$ cat config.mk
export PLATFORM = sky130hd
export DESIGN_NAME = serial_subtractor_flat
export DESIGN_NICKNAME = d
export VERILOG_FILES = /design/src/rtl/serial_subtractor_if.sv /design/src/rtl/serial_subtractor.sv /design/src/flat_wrapper.sv
export SDC_FILE = /design/constraint.sdc
export NUM_CORES = 1
export LEC_CHECK = 0
export ABC_AREA = 1
export ABC_CLOCK_PERIOD_IN_PS = 1800
export CAP_MARGIN = 5
export CORE_MARGIN = 10
export CORE_UTILIZATION = 44
export DETAILED_ROUTE_END_ITERATION = 8
export HOLD_SLACK_MARGIN = 0.06
export PLACE_DENSITY = 0.74
export SETUP_SLACK_MARGIN = 0.05
export SLEW_MARGIN = 20
export SYNTH_ARGS = -nofsm -noshare
export SYNTH_HDL_FRONTEND = slang
export SYNTH_SLANG_ARGS = --single-unit
$ cat constraint.sdc
create_clock -name clk -period 1.8 [get_ports clk]
set_input_delay 0.27 -clock clk [delete_from_list [all_inputs] [get_ports clk]]
set_output_delay 0.27 -clock clk [all_outputs]
set_load 0.005 [all_outputs]
$ cat src/rtl/serial_subtractor_if.sv
// serial_subtractor_if: request/result bundle for the bit-serial subtractor
// Signals: start/a/b/bin driven by the master; busy/done/diff/bout (and ovf when
// SERIAL_SUB_OVF_EN is defined) driven by the slave.
interface serial_subtractor_if #(parameter int WIDTH = 8);
    logic             start;
    logic [WIDTH-1:0] a;
    logic [WIDTH-1:0] b;
    logic             bin;
    logic             busy;
    logic             done;
    logic [WIDTH-1:0] diff;
    logic             bout;
`ifdef SERIAL_SUB_OVF_EN
    logic             ovf;
`endif
    modport master (
`ifdef SERIAL_SUB_OVF_EN
        input  ovf,
`endif
        output start, a, b, bin,
        input  busy, done, diff, bout
    );
    modport slave (
`ifdef SERIAL_SUB_OVF_EN
        output ovf,
`endif
        input  start, a, b, bin,
        output busy, done, diff, bout
    );
endinterface

$ cat src/rtl/serial_subtractor.sv
// serial_subtractor: bit-serial a - b - bin, one bit per cycle, LSB first
// Ports: clk, rst (sync active-high); bus (slave): start, a, b, bin in;
// busy, done, diff, bout out; ovf out only when SERIAL_SUB_OVF_EN is defined.
module serial_subtractor #(parameter int WIDTH = 8) (
    input logic             clk,
    input logic             rst,
    serial_subtractor_if.slave bus
);
    localparam int CW = $clog2(WIDTH);
    typedef enum logic [1:0] {IDLE, RUN, DONE} state_t;
    state_t           r_state, w_next;
    logic [CW-1:0]    r_cnt;
    logic [WIDTH-1:0] r_a, r_b, r_diff;
    logic             r_br, r_bout;
    logic             w_ai, w_bi, w_d, w_brn, w_last, w_accept;
    assign w_ai     = r_a[r_cnt];
    assign w_bi     = r_b[r_cnt];
    assign w_d      = w_ai ^ w_bi ^ r_br;
    assign w_brn    = (~w_ai & w_bi) | (~(w_ai ^ w_bi) & r_br);
    assign w_last   = r_cnt == CW'(WIDTH - 1);
    assign w_accept = r_state == IDLE && bus.start;
    always_ff @(posedge clk)
        if (rst) r_state <= IDLE;
        else     r_state <= w_next;
    always_comb begin
        w_next = r_state;
        case (r_state)
            IDLE:    if (bus.start) w_next = RUN;
            RUN:     if (w_last) w_next = DONE;
            default: w_next = IDLE;
        endcase
    end
`ifdef SERIAL_SUB_OVF_EN
    logic r_ovf;
    // w_d on the last bit is the sign bit of the result
    always_ff @(posedge clk)
        if (rst) r_ovf <= 1'b0;
        else if (r_state == RUN && w_last) r_ovf <= (r_a[WIDTH-1] != r_b[WIDTH-1]) && (w_d != r_a[WIDTH-1]);
    assign bus.ovf = r_ovf;
`endif
    always_ff @(posedge clk) begin
        if (rst) begin
            r_a    <= '0;
            r_b    <= '0;
            r_br   <= 1'b0;
            r_diff <= '0;
            r_bout <= 1'b0;
            r_cnt  <= '0;
        end else if (w_accept) begin
            r_a    <= bus.a;
            r_b    <= bus.b;
            r_br   <= bus.bin;
            r_diff <= '0;
            r_cnt  <= '0;
        end else if (r_state == RUN) begin
            r_diff[r_cnt] <= w_d;
            r_br          <= w_brn;
            r_cnt         <= r_cnt + CW'(1);
            if (w_last) r_bout <= w_brn;
        end
    end
    assign bus.busy = r_state == RUN;
    assign bus.done = r_state == DONE;
    assign bus.diff = r_diff;
    assign bus.bout = r_bout;
endmodule

$ cat src/flat_wrapper.sv
// flat-port wrapper written by rule: the top's interface ports become plain ports
module serial_subtractor_flat 
#(parameter int WIDTH = 8)
  (clk, rst, bus_start, bus_a, bus_b, bus_bin, bus_busy, bus_done, bus_diff, bus_bout);
  serial_subtractor_if #(.WIDTH(WIDTH)) bus_i ();
  input logic clk;
  input logic rst;
  input wire logic [$bits(bus_i.start)-1:0] bus_start;
  input wire logic [$bits(bus_i.a)-1:0] bus_a;
  input wire logic [$bits(bus_i.b)-1:0] bus_b;
  input wire logic [$bits(bus_i.bin)-1:0] bus_bin;
  output wire logic [$bits(bus_i.busy)-1:0] bus_busy;
  output wire logic [$bits(bus_i.done)-1:0] bus_done;
  output wire logic [$bits(bus_i.diff)-1:0] bus_diff;
  output wire logic [$bits(bus_i.bout)-1:0] bus_bout;
  assign bus_i.start = bus_start;
  assign bus_i.a = bus_a;
  assign bus_i.b = bus_b;
  assign bus_i.bin = bus_bin;
  assign bus_busy = bus_i.busy;
  assign bus_done = bus_i.done;
  assign bus_diff = bus_i.diff;
  assign bus_bout = bus_i.bout;
  serial_subtractor #(.WIDTH(WIDTH)) u_core (.clk(clk), .rst(rst), .bus(bus_i));
endmodule
==> results.md <==
- Routed vias: 1312
- Num rows: 20
- I/O pin cnt: 31
- Post-cts hold buffer count: 0
- Final Core Density: 0.624
- Worst setup path startpoint: u_core.r_cnt[0]$_SDFFE_PP0P_
- Largest clock skew in the final design: 0.0100 ns
- Cells after Synth: 204
- Worst min path class: flop to flop
- Main flop type after synthesis: dfxtp_1
- Detail-routed via count per cell: 4.51
- Warning count from the yosys run: 0
- Number of nets in the final layout: 269
- Critical path data required time: 2.03 ns
- Final critical path time including I/O delays and setup: 1.78 ns
- Maximum number of pins on one net before global-route repair: 19
- Cell chosen for the clock root: clkbuf_4
- Number of nets with antenna violations after routing: 0
- Top cells by count, synth: nor2_1 (61), nand2_1 (37), dfxtp_1 (31), o21ai_0 (19), inv_1 (17)
- Async S/R FF share, synth: 0
- Buffers on Ports: 30
- Area grow syn2layout: 36.7%
- Cell taking the most area after synthesis: dfxtp_1
- Area share of the largest cell type after synthesis: 0.445
- Power per unit of standard cell area: 736 mW/mm^2
- Hold wc startpoint: u_core.bus.bout$_SDFFE_PP0P_
- Transition time of the tightest slew-check pin: 0.345 ns
- Type of element launching the critical path: flop
- Total grt overflow: 0
- Average instance area after synthesis: 6.83 um^2
- Worst flop-to-flop path startpoint: u_core.r_cnt[0]$_SDFFE_PP0P_
- Most used standard cell by instance count after synthesis: nor2_1
- IR Drop Worst-Case VDD: 0.000455 V
- Global-route wire length before repair: 5180 um
- First-pass DRT Iterations: 4
- CTS tree: done
- Hold worst-path end: u_core.bus.bout$_SDFFE_PP0P_
- Number of global-route vias before repair: 1253
- Final hold violation count: 0
- Horizontal die dimension: 76.3 um
- Post-synth EDFFs: 0
- Area contributors post-synth: dfxtp_1 (45%), nor2_1 (16%), nand2_1 (10%)
- Endpoint of the most critical register-to-register path: u_core.bus.diff[2]$_SDFFE_PP0P_
- H-tree Lvls: 2
- Starting density of the core: 0.457
- Type of element capturing the critical path: flop
- Initial DRC Count: 74
- Final Max Tran Viols: 0
- Number of max-cap violations: 0
- CP arrival: 2.02 ns
- WHS Path Cells: 2
- Total of fill cells in the finished design: 308
- Diode insertion count for antenna repair: 0
- Buffers from clock root to sink, at most: 2
- Clock latency of the later-clocked register in the worst-skew pair: 0.34 ns
- Register-to-register path setup slack: 0.02 ns
- WS Path Type: flop to flop
- Highest Clock Rate: 560 MHz
- Global placement routability congestion: 0.839
- Seq/Total Area, Yosys: 0.445
- Layout cell share with drive strength beyond 1: 0.174
- Die area: 0.00582 mm^2
- Clock sinks: 31
- Number of antenna violations at the first check in global routing: 0
- Worst slew margin relative to its limit: 0.769
- Total Negative Setup Slacks: 0 ns
- Setup violations, final: 0
- Detail-routed net length per standard cell: 10.5 um
- Post-route clock period utilization: 0.991
- Number of flip-flops and latches in the synthesized netlist: 31
- TritonCTS Buffers: 5
- Netlist cell types: 21
- Crit path max fanout: 8
- All-layer global routing usage: 0.104
- Core area: 0.00305 mm^2
- Hpwl dp: 2320 um
- Drt total wl: 3050 um
- Remaining routing DRC violations: 0
- Vertical die dimension: 76.3 um
- Setup repair after global routing missed its margin: true
- Length in cells of the worst reg-to-reg path: 9
- Pleak: 0.819 nW
- Synthesized Nets: 227
- Area of the mapped netlist: 0.00139 mm^2
- Result of the run: complete, no violations
- CTS clk-pin slew, worst paths: 0.10 ns
## kinds of logic (layout without fill, tap and decap cells)
kind of cell    Yosys count  count (layout)  synth area share
compound gates           29              29             0.110
fa+ha+maj                 3               3            0.0323
buf+inv                  27              70            0.0781
simple gates            114             114             0.335
flops                    31              31             0.445
## timing repair
action / 4_1_cts / 5_1_grt
pin swaps: 7 / 11
endpoints found under the setup margin: 9 / 9
gates resized for setup: 11 / 15
buffers inserted: 0 / 1
cloned: 1 / 0
## routing by layer
metal | GRT usage | up-vias | share of wire
li1 | - | 721 | -
met1 | 0.123 | 555 | 0.48
met2 | 0.162 | 28 | 0.45
met3 | 0.0425 | 8 | 0.053
met4 | 0.0446 | 0 | 0.017
met5 | 0 | - | 0
## how the worst max path moves through the flow
| stage | end | slack [ns] | cells past startpoint |
|---|---|---|---|
| final | u_core.bus.diff[2]$_SDFFE_PP0P_ | 0.02 | 9 |
| after global routing | u_core.bus.diff[6]$_SDFFE_PP0P_ | -0.09 | 10 |
| after CTS | u_core.bus.diff[4]$_SDFFE_PP0P_ | 0.04 | 11 |
| after detailed placement | u_core.bus.diff[4]$_SDFFE_PP0P_ | -0.04 | 10 |
| after global placement | u_core.bus.diff[4]$_SDFFE_PP0P_ | -0.01 | 10 |
| after floorplan | u_core.bus.diff[0]$_SDFFE_PP0P_ | 0.05 | 10 |
## power breakdown
group	internal, mW	switching, mW
registers	0.723	0.0230
clock network	0.150	0.244
logic	0.119	0.143
total	0.992	0.411
## stage by stage
step | power [mW] | std cells | area [um^2] | hold WS [ns] | worst slack, ns
final | 1.40 | 291 | 1910 | 0.479 | 0.0157
after global routing | 1.48 | 291 | 1910 | 0.508 | -0.0878
after CTS | 1.39 | 290 | 1870 | 0.483 | 0.0364
after detailed placement | 0.999 | 281 | 1780 | 0.468 | -0.0392
after global placement | 0.995 | 281 | 1780 | 0.461 | -0.00962
after floorplan | 0.910 | 204 | 1390 | 0.354 | 0.0528
## state kept, by name, summed over array words and instances, names as in the netlist
name / flops
u_core.bus.diff: 8
u_core.r_a: 8
u_core.r_b: 8
u_core.r_cnt: 3
u_core.r_state: 2
u_core.bus.bout: 1
u_core.r_br: 1
## worst max-delay path: stages, from the launching register on
cell and delay, ns:
dfxtp_4 0.38, buf_6 0.13, o211ai_1 0.18, nand2_1 0.09
nor2_2 0.12, fa_1 0.45, inv_4 0.12, nand3_1 0.08
nand2_1 0.09, nor2_1 0.03
## cell type report
class,instances,area [um^2],share of cell area
inverter,22,87.6,0.0460
sequential,31,631,0.331
multi-input combinational,146,697,0.366
tap,44,55.1,0.0289
clock inverter,2,12.5,0.00657
clock buffer,6,41.3,0.0217
timing repair buffer,40,382,0.200
## placed cells by master, fill, tap and decap left out, drive strengths merged
| master | netlist | routed |
|---|---|---|
| nor2 | 62 | 62 |
| nand2 | 39 | 39 |
| dfxtp | 31 | 31 |
| clkdlybuf4s50 | 0 | 29 |
| inv | 22 | 22 |
| o21ai | 20 | 20 |
| nand3 | 11 | 11 |
| buf | 4 | 10 |
| a21oi | 6 | 6 |
| clkbuf | 1 | 6 |
| o211ai | 2 | 2 |
| ha | 2 | 2 |
| or2 | 1 | 1 |
| nand4 | 1 | 1 |
| o21a | 1 | 1 |
| fa | 1 | 1 |
| clkinvlp | 0 | 1 |
| clkinv | 0 | 1 |
| dlymetal6s2s | 0 | 1 |
(Power assumes the default switching activity.)
